===== config.mk =====
export PLATFORM = sky130hd
export DESIGN_NAME = demux_stream_1ton
export DESIGN_NICKNAME = d
export VERILOG_FILES = /design/src/rtl/demux_stream_1ton.sv
export SDC_FILE = /design/constraint.sdc
export NUM_CORES = 1
export LEC_CHECK = 0
export BUFFER_PORTS_ARGS = -buffer_cell sky130_fd_sc_hd__buf_2
export CORE_MARGIN = 2
export CORE_UTILIZATION = 40
export CTS_BUF_LIST = sky130_fd_sc_hd__clkbuf_4
export DETAILED_ROUTE_END_ITERATION = 6
export PLACE_DENSITY = 0.76
export SLEW_MARGIN = 20
export SYNTH_ARGS = -nofsm -noshare
export SYNTH_HDL_FRONTEND = slang
export SYNTH_SLANG_ARGS = --single-unit

===== constraint.sdc =====
create_clock -name clk -period 1.9 [get_ports clk]
set_input_delay 0 -clock clk [delete_from_list [all_inputs] [get_ports clk]]
set_output_delay 0 -clock clk [all_outputs]
set_load 0.02 [all_outputs]

===== src/rtl/demux_stream_1ton.sv =====
// demux_stream_1ton: 1-to-N stream demultiplexer with a one-entry output
// register per channel. Beats are routed by in_sel; out-of-range selects are
// discarded and counted in a saturating drop counter.
// Optional feature: define DEMUX_BCAST_EN to add the in_bcast port, which
// loads one beat into every channel at once.
module demux_stream_1ton #(
  parameter int DATA_W = 8,
  parameter int NUM_CH = 8,
  parameter int SEL_W  = $clog2(NUM_CH)
) (
  input  logic                     clk,
  input  logic                     rst,
  input  logic                     in_valid,
  output logic                     in_ready,
  input  logic [SEL_W-1:0]         in_sel,
  input  logic [DATA_W-1:0]        in_data,
`ifdef DEMUX_BCAST_EN
  input  logic                     in_bcast,
`endif
  output logic [NUM_CH-1:0]        out_valid,
  input  logic [NUM_CH-1:0]        out_ready,
  output logic [NUM_CH*DATA_W-1:0] out_data,
  output logic [7:0]               drop_cnt
);

  logic              bcast;
  logic [NUM_CH-1:0] hit;     // one-hot decode of in_sel (all zero if out of range)
  logic [NUM_CH-1:0] free;    // channel can take a beat this cycle
  logic [NUM_CH-1:0] load;    // channel register loads in_data at the next edge
  logic              sel_ok;
  logic              accept;
  logic              drop_evt;

`ifdef DEMUX_BCAST_EN
  assign bcast = in_bcast;
`else
  assign bcast = 1'b0;
`endif

  // Decode the destination; comparing against each index avoids indexing
  // per-channel vectors with an out-of-range select.
  always_comb begin
    // NOTE: every combinational output gets a default first, so no path
    // through the block can leave it unassigned and infer a latch.
    hit  = '0;
    for (int k = 0; k < NUM_CH; k++) begin
      hit[k] = (in_sel == SEL_W'(k));
    end
    free   = ~out_valid | out_ready;
    sel_ok = |hit;
  end

  // Ready: held low in reset; otherwise depends only on state, select and
  // out_ready, never on in_valid.
  always_comb begin
    in_ready = 1'b0;
    if (!rst) begin
      if (bcast)        in_ready = &free;
      else if (!sel_ok) in_ready = 1'b1;
      else              in_ready = |(hit & free);
    end
  end

  // Transfer decode: which registers load, and whether the beat is dropped.
  always_comb begin
    accept   = in_valid && in_ready;
    load     = '0;
    if (accept) load = bcast ? {NUM_CH{1'b1}} : hit;
    drop_evt = accept && !bcast && !sel_ok;
  end

  // Per-channel output registers: load wins over drain, so a register being
  // emptied and refilled in the same cycle keeps valid high with no bubble.
  always_ff @(posedge clk) begin
    // NOTE: sequential state is written with non-blocking assignments so every
    // register samples pre-edge values regardless of statement order.
    if (rst) begin
      // NOTE: the data registers are reset too; there is one word per channel
      // and out_data is required to read zero after reset.
      out_valid <= '0;
      out_data  <= '0;
    end else begin
      for (int k = 0; k < NUM_CH; k++) begin
        if (load[k]) begin
          out_valid[k]                 <= 1'b1;
          out_data[k*DATA_W +: DATA_W] <= in_data;
        end else if (out_ready[k]) begin
          out_valid[k] <= 1'b0;
        end
      end
    end
  end

  // Saturating count of beats discarded for an out-of-range select.
  always_ff @(posedge clk) begin
    if (rst)                              drop_cnt <= 8'd0;
    else if (drop_evt && drop_cnt != 8'hFF) drop_cnt <= drop_cnt + 8'd1;
  end

endmodule


==> impl_metrics.yaml, run 1 <==
status:
  outcome: "completed"
setup_path:
  critical_path_arrival_ns: 1.69
  cpMaxStageDelayCell: "dfxtp_1"
  crit_path_end_kind: "output pin"
  cp_cell_sequence: "nand2b_1 -> and3b_1 -> o41ai_1 -> a21oi_1 -> buf_2"
  cp_slowest_stage_delay_ns: 0.35
  startpoint_type: "register"
  crit_fanout: 3
  crit_required_ns: 1.90
  worstSetupPathType: "reg -> out"
run:
  max-cap-violations: 0
layout:
  n_antenna_cell: 0
  area_growth_syn_to_layout_pct: 30.8
  nets: 423
  fin_cells: 504
  nFillCells: 692
  layout-drive-gt1-share_pct: 32.6
timing:
  min_period_ns: 1.69
  whs_ns: 0.207
  slew_headroom_pct: 45.8
  worst_clock_skew_ns: 0.0101
  setup_viol: 0
  rsz0062_at_grt: "false"
  period_share_pct: 88.9
  setup_tns_ns: 0
  max_freq_mhz: 592
  max_slew.worst_pin.slew_ns: 0.813
  setup_ws_ns: 0.211
  hold_viol: 0
  drv_slew: 0
yosys:
  yosys.area.top_type_share_pct: 53.7
  ys_seq_area_share_pct: 53.7
  synth.cell_area_sq_um: 2980
  synthesis.nets: 312
  yosysUniqueCellTypes: 30
  async_flop_share_pct: 0
  synth_cells: 290
  syn-mean-instance-area_sq_um: 10.3
  ys_ff_latch: 80
  synth_top_cells_by_area: "dfxtp_1 54%, mux2i_1 21%, nor2_1 9.2%"
  synth_enable_flop_cells: 0
  yosys.area.top_type: "dfxtp_1"
  yosysWarnings: 0
  synth_flop_cell: "dfxtp_1"
clock_tree:
  root_buffer: "clkbuf_4"
  cts_num_sinks: 80
  clk_pin_slew_ns: 0.11
  clock_path_buffers: 2
  h-tree-depth: 3
  cts_tree: "yes"
  clk_latency_ns: 0.40
  cts_made_buffers: 9
floorplan:
  die_h_um: 90.3
  io_pins: 103
  core-area_sq_um: 7250
  start_util_pct: 41.1
  rows: 31
  die-area_sq_um: 8160
  die_width_um: 90.3
grt:
  antenna_found_initial: 0
  grt_pass1_wl_mm: 11.7
  grt_pass1_vias: 2348
  grt_usage_pct: 18.2
  grt_max_degree: 82
  grt.overflow.total: 0
pwr:
  intPower_uw: 2450
  p_switching_uw: 703
  combPwrFrac_pct: 7.6
  switching_share_pct: 22.3
  power_density_nw_per_um2: 808
  clockPowerShare_pct: 38.3
  p_leak_uw: 0.00190
  max-vdd-ir-drop_mv: 0.428
  pwr-share-seq_pct: 54.1
place:
  dp_slack_ns: 0.286
  portBuffers: 102
  dp_hpwl_mm: 4.84
  dp_cells: 472
  gp_congestion: 0.862
routing:
  first_iter_violations: 88
  drt-wirelength-per-cell_um: 14.4
  first_pass_iters: 4
  viasPerCell: 4.70
  drc: 0
  num_vias: 2367
  antenna_left: 0
  routed_wl_mm: 7.25
worst_hold_path:
  hold_path_class: "in -> reg"
-- synth_stat cells, types with 2 or more instances --
cell type / number
a21oi_1: 4
buf_2: 13
buf_4: 3
buf_6: 2
clkbuf_1: 9
dfxtp_1: 80
mux2i_1: 64
nand2b_1: 3
nor2_1: 73
nor2b_1: 17
nor3_1: 2
o21ai_0: 2
-- metrics by stage --
| step | util, % | cell area, sq um | total power [uW] |
|---|---|---|---|
| 2_1_floorplan | - | 2980 | 1890 |
| 3_3_place_gp | 48.9 | 3550 | 1950 |
| 3_5_place_dp | 48.9 | 3550 | 1960 |
| 4_1_cts | 53.7 | 3900 | 3200 |
| 5_1_grt | 53.8 | 3900 | 3300 |
| 6_report | 53.8 | 3900 | 3150 |
-- final timing paths --
| path | from | end | slack [ns] | depth (start not counted) |
|---|---|---|---|---|
| worst max-delay path | out_valid[6] | in_ready | 0.21 | 5 |
| worst min-delay path | rst | out_valid[1] | 0.21 | 5 |
| worst max register to register | out_valid[7] | out_data[62] | 0.27 | 4 |
| worst min register to register | drop_cnt[5] | drop_cnt[5] | 0.47 | 1 |
-- cells in the final DEF (no fill, tap or decap), types with 2 or more instances in the layout --
| cell | instances |
|---|---|
| buf_2 | 102 |
| dfxtp_1 | 80 |
| nor2_1 | 73 |
| mux2i_1 | 64 |
| dlygate4sd3_1 | 17 |
| nor2b_1 | 16 |
| clkbuf_4 | 9 |
| buf_4 | 8 |
| a21oi_1 | 4 |
| nand2b_1 | 3 |
| bufinv_16 | 3 |
| o21ai_0 | 2 |
| nor4_2 | 2 |
| clkinv_2 | 2 |
-- power groups by stage --
stage / Sequential, uW / Combinational [uW] / Clock, uW
3_5_place_dp: 1740 / 213 / 0
4_1_cts: 1710 / 240 / 1260
6_report: 1710 / 238 / 1210
3_3_place_gp: 1740 / 210 / 0
5_1_grt: 1710 / 258 / 1330
2_1_floorplan: 1770 / 119 / 0
-- cell type report --
class / count / area, sq um / area share, %
multi-input cells: 182 / 1250 / 32.1
inverters: 1 / 3.75 / 0.0963
repair buffers: 127 / 741 / 19.0
flip-flops and latches: 80 / 1600 / 41.1
well taps: 99 / 124 / 3.18
clock inverters: 6 / 109 / 2.79
clock buffers: 9 / 67.6 / 1.73
-- worst max-delay path: cells and delay by family (launching register included) --
family / cells / cell delay (ns)
buffers and inverters: 1 / 0.20
and+or+nand+nor: 2 / 0.28
AOI/OAI and AO/OA: 2 / 0.46
DFF: 1 / 0.35
-- sequential cells by signal, indices dropped and copies added (netlist names) --
name	flops
out_valid	8
out_data	64
drop_cnt	8
-- what timing repair did --
action | in CTS | in global routing
hold buffers | 17 | 0
setup buffers | 0 | 0
setup endpoints to repair | 0 | 1
resized for setup | 0 | 1
hold endpoints to repair | 70 | 0
-- layer usage --
| metal | vias to the layer above | share of wire (%) | global-route usage [%] |
|---|---|---|---|
| met5 | - | 0 | 0 |
| met4 | 0 | 0.48 | 3.85 |
| met3 | 4 | 6.8 | 6.26 |
| met2 | 86 | 48 | 31.1 |
| met1 | 1100 | 45 | 22.2 |
| li1 | 1177 | - | - |
-- kinds of logic (layout without fill, tap and decap cells) --
kind of cell	Yosys count	count (layout)	synth area share [%]
compound gates	11	11	2.18
buf+inv	28	143	4.95
flops	80	80	53.7
mux	64	64	21.5
simple gates	107	107	17.7
(Power assumes the default switching activity.)
==> run 2: changes to the inputs <==
Clock period 1.9 ns to 1.8 ns, I/O delays scaled along.
==> impl_metrics.yaml, run 2 (synthesis results as in run 1) <==
routing:
  antenna_left: 0
  first_pass_iters: 4
  drc: 0
  num_vias: 2408
  viasPerCell: 4.77
  first_iter_violations: 100
  routed_wl_mm: 7.36
  drt-wirelength-per-cell_um: 14.6
place:
  gp_congestion: 0.863
  dp_slack_ns: 0.175
  dp_hpwl_mm: 4.83
  portBuffers: 102
clock_tree:
  clk_pin_slew_ns: 0.13
  h-tree-depth: 3
  clock_path_buffers: 2
  root_buffer: "clkbuf_4"
  cts_num_sinks: 80
  cts_made_buffers: 9
  cts_tree: "yes"
  clk_latency_ns: 0.42
setup_path:
  critical_path_arrival_ns: 1.70
  startpoint_type: "register"
  crit_fanout: 3
  regToRegStartpoint: "out_valid[7]"
  ff2ff_path_depth: 4
  r2r_slack_ns: 0.13
  rr_endpoint: "out_data[58]"
  worstSetupPathType: "reg -> out"
  crit_path_end_kind: "output pin"
  crit_required_ns: 1.80
layout:
  top_register: "out_data"
  final_cell_mix: "101 x buf_2, 80 x dfxtp_1, 73 x nor2_1, 64 x mux2i_1, 17 x dlygate4sd3_1"
  final_common_cell: "buf_2"
  nFillCells: 686
  reg.largest.list: "out_data: 64 flops, drop_cnt: 8 flops, out_valid: 8 flops"
  largest_reg_flops: 64
  area_growth_syn_to_layout_pct: 31.9
  nets: 423
  layout-drive-gt1-share_pct: 33.3
  n_antenna_cell: 0
timing:
  setup_tns_ns: 0
  worst_clock_skew_ns: 0.0122
  setup_viol: 0
  drv_slew: 0
  period_share_pct: 94.2
  max_freq_mhz: 590
  max_slew.worst_pin.slew_ns: 0.791
  rsz0062_at_grt: "false"
  hold_viol: 0
  slew_headroom_pct: 47.3
  setup_ws_ns: 0.104
  min_period_ns: 1.70
grt:
  grt_pass1_vias: 2276
  grt.overflow.total: 0
  grt_usage_pct: 18.1
  grt_pass1_wl_mm: 11.6
  antenna_found_initial: 0
  grt_max_degree: 82
pwr:
  p_leak_uw: 0.00191
  power_density_nw_per_um2: 868
  max-vdd-ir-drop_mv: 0.438
floorplan:
  start_util_pct: 41.1
  die_width_um: 90.3
  core-area_sq_um: 7250
  io_pins: 103
  die-area_sq_um: 8160
  die_h_um: 90.3
  rows: 31
status:
  outcome: "completed"
worst_hold_path:
  min_from: "rst"
  hold_depth: 5
  hold_path_class: "in -> reg"
  holdPathEnd: "out_valid[1]"
run:
  max-cap-violations: 0
[run 2: critical path, cell delays in order, from the launching register on]
cell	delay (ns)
dfxtp_1	0.35
nand2b_1	0.10
and3b_1	0.19
o41ai_2	0.30
a21oi_1	0.13
buf_4	0.21
[run 2: report_power, final]
| group | internal (uW) | switching (uW) |
|---|---|---|
| Combinational | 103 | 152 |
| Sequential | 1790 | 10.4 |
| Clock | 729 | 628 |
| Total | 2620 | 791 |
[run 2: layer usage]
metal | track usage (%) | wire [um]
met2 | 30.1 | 3610
met1 | 21.9 | 3200
met3 | 6.09 | 518
met4 | 6.54 | 35
met5 | 0 | 0
[run 2: final cells by class]
| cell class | instances | area [sq um] | area share (%) |
|---|---|---|---|
| Inverter | 1 | 3.75 | 0.0955 |
| Tap cell | 99 | 124 | 3.15 |
| Clock buffer | 10 | 75.1 | 1.91 |
| Clock inverter | 6 | 116 | 2.96 |
| Multi-Input combinational cell | 182 | 1270 | 32.2 |
| Sequential cell | 80 | 1600 | 40.7 |
| Timing Repair Buffer | 127 | 743 | 18.9 |
[run 2: worst max path at each step]
stage | cells past startpoint | slack [ns] | from | end
3_5_place_dp | 4 | 0.18 | out_valid[7] | out_data[58]
6_report | 5 | 0.10 | out_valid[6] | in_ready
3_3_place_gp | 4 | 0.23 | out_valid[7] | out_data[62]
4_1_cts | 5 | 0.05 | out_valid[5] | in_ready
2_1_floorplan | 5 | 0.32 | out_valid[7] | out_data[56]
5_1_grt | 5 | 0.01 | out_valid[6] | in_ready
[run 2: what timing repair did]
action                     4_1_cts  5_1_grt
resized for setup                0        5
setup endpoints to repair        0        1
hold buffers                    17        0
hold endpoints to repair        72        0
buffers inserted                 0        0
[run 2: per-stage QoR]
step,cells,hold slack (ns),utilization (%),area (sq um),total power (uW)
2_1_floorplan,290,0.157,-,2980,1990
3_3_place_gp,472,0.294,48.9,3550,2060
3_5_place_dp,472,0.302,48.9,3550,2060
4_1_cts,505,0.150,53.9,3910,3460
5_1_grt,505,0.180,54.2,3930,3570
6_report,505,0.188,54.2,3930,3410
==> run 3: changes to the inputs <==
Settings changed: CORE_UTILIZATION 40 to 51, PLACE_DENSITY 0.76 to 0.91.
==> impl_metrics.yaml, run 3 (synthesis results as in run 1) <==
status:
  outcome: "completed"
timing:
  setup_tns_ns: 0
  slew_headroom_pct: 65.6
  period_share_pct: 92.4
  whs_ns: 0.0661
  drv_slew: 0
  max_slew.worst_pin.slew_ns: 0.516
  worst_clock_skew_ns: 0.00392
  hold_viol: 0
  rsz0062_at_grt: "false"
  max_freq_mhz: 602
  setup_viol: 0
  setup_ws_ns: 0.137
  min_period_ns: 1.66
clock_tree:
  clk_latency_ns: 0.40
  root_buffer: "clkbuf_4"
  cts_num_sinks: 80
  clock_path_buffers: 2
  postCtsSetupBuffers: 0
  clk_pin_slew_ns: 0.11
  cts_made_buffers: 9
  cts_tree: "yes"
  h-tree-depth: 3
setup_path:
  cp_slowest_stage_delay_ns: 0.34
  critical_path_arrival_ns: 1.66
  crit_required_ns: 1.80
  regToRegStartpoint: "out_valid[7]"
  crit_path_end_kind: "output pin"
  rr_endpoint: "out_data[61]"
  r2r_slack_ns: 0.18
  cp_cell_sequence: "nand2b_1 -> and3b_1 -> o41ai_1 -> a21oi_1 -> buf_2"
  crit_fanout: 3
  startpoint_type: "register"
  worstSetupPathType: "reg -> out"
  ff2ff_path_depth: 4
  cpMaxStageDelayCell: "dfxtp_1"
worst_hold_path:
  hold_depth: 3
  hold_path_class: "in -> reg"
  holdPathEnd: "out_data[63]"
  min_from: "rst"
routing:
  first_iter_violations: 111
  antenna_left: 0
  first_pass_iters: 6
  drc: 0
  routed_wl_mm: 7.31
  num_vias: 2427
  viasPerCell: 5.07
  drt-wirelength-per-cell_um: 15.3
pwr:
  p_leak_uw: 0.00188
  max-vdd-ir-drop_mv: 0.568
  power_density_nw_per_um2: 797
floorplan:
  die_width_um: 80.5
  io_pins: 103
  start_util_pct: 53.5
  core-area_sq_um: 5570
  die_h_um: 80.5
  die-area_sq_um: 6470
  rows: 27
layout:
  fin_area_sq_um: 3830
  reg.largest.list: "out_data: 64 flops, drop_cnt: 8 flops, out_valid: 8 flops"
  final_common_cell: "buf_2"
  n_antenna_cell: 0
  multi_input_area_sq_um: 1250
  top_register: "out_data"
  area_growth_syn_to_layout_pct: 28.5
  fin_cells: 479
  final_cell_mix: "102 x buf_2, 80 x dfxtp_1, 73 x nor2_1, 64 x mux2i_1, 17 x dlygate4sd3_1"
  layout-drive-gt1-share_pct: 32.7
  nFillCells: 436
  layout.area.seq_sq_um: 1600
  nets: 425
  largest_reg_flops: 64
grt:
  antenna_found_initial: 0
  grt.overflow.total: 0
  grt_max_degree: 36
  grt_usage_pct: 23.5
  grt_pass1_wl_mm: 11.5
  grt_pass1_vias: 2370
place:
  dp_cells: 447
  portBuffers: 102
  placed_area_sq_um: 3530
  gp_congestion: 0.809
  dp_slack_ns: 0.203
  dp_hpwl_mm: 5.00
run:
  max-cap-violations: 0
==> run 3: where the power goes <==
part / switching (uW) / internal [uW] / total (uW)
clock network: 556 / 442 / 998
registers: 10.5 / 1790 / 1800
logic: 152 / 103 / 255
==> run 3: critical path: cells and delay by family (launching register included) <==
family,cells,cell delay (ns)
flops,1,0.34
buf+inv,1,0.18
compound gates,2,0.44
simple gates,2,0.30
==> run 3: how the worst max path moves through the flow <==
stage | start | endpoint | depth (start not counted)
6_report | out_valid[6] | in_ready | 5
5_1_grt | out_valid[4] | in_ready | 5
4_1_cts | out_valid[5] | in_ready | 5
3_5_place_dp | out_valid[7] | out_data[61] | 4
3_3_place_gp | out_valid[7] | out_data[62] | 4
2_1_floorplan | out_valid[7] | out_data[56] | 5
==> run 3: what timing repair did <==
action,CTS,global route
hold endpoints to repair,61,0
setup endpoints to repair,0,1
resized for setup,0,1
hold buffers,17,0
==> run 3: stage by stage <==
step	utilization (%)	total power, uW
floorplan	-	1990
global placement	63.3	2060
detailed placement	63.3	2070
finish	68.8	3050
CTS	68.7	3090
global route	68.8	3190
==> run 3: layer usage <==
metal	global-route usage, %	routed length [um]
met5	0	0
met4	10.7	168
met3	7.08	540
met2	38.1	3410
met1	28.5	3190
==> run 3: final cells by class <==
class                      instances  area share (%)
sequential                        80            41.8
multi-input combinational        182            32.7
timing repair buffer             129            19.7
tap                               72            2.35
clock buffer                      11            2.15
clock inverter                     4            1.21
inverter                           1          0.0979
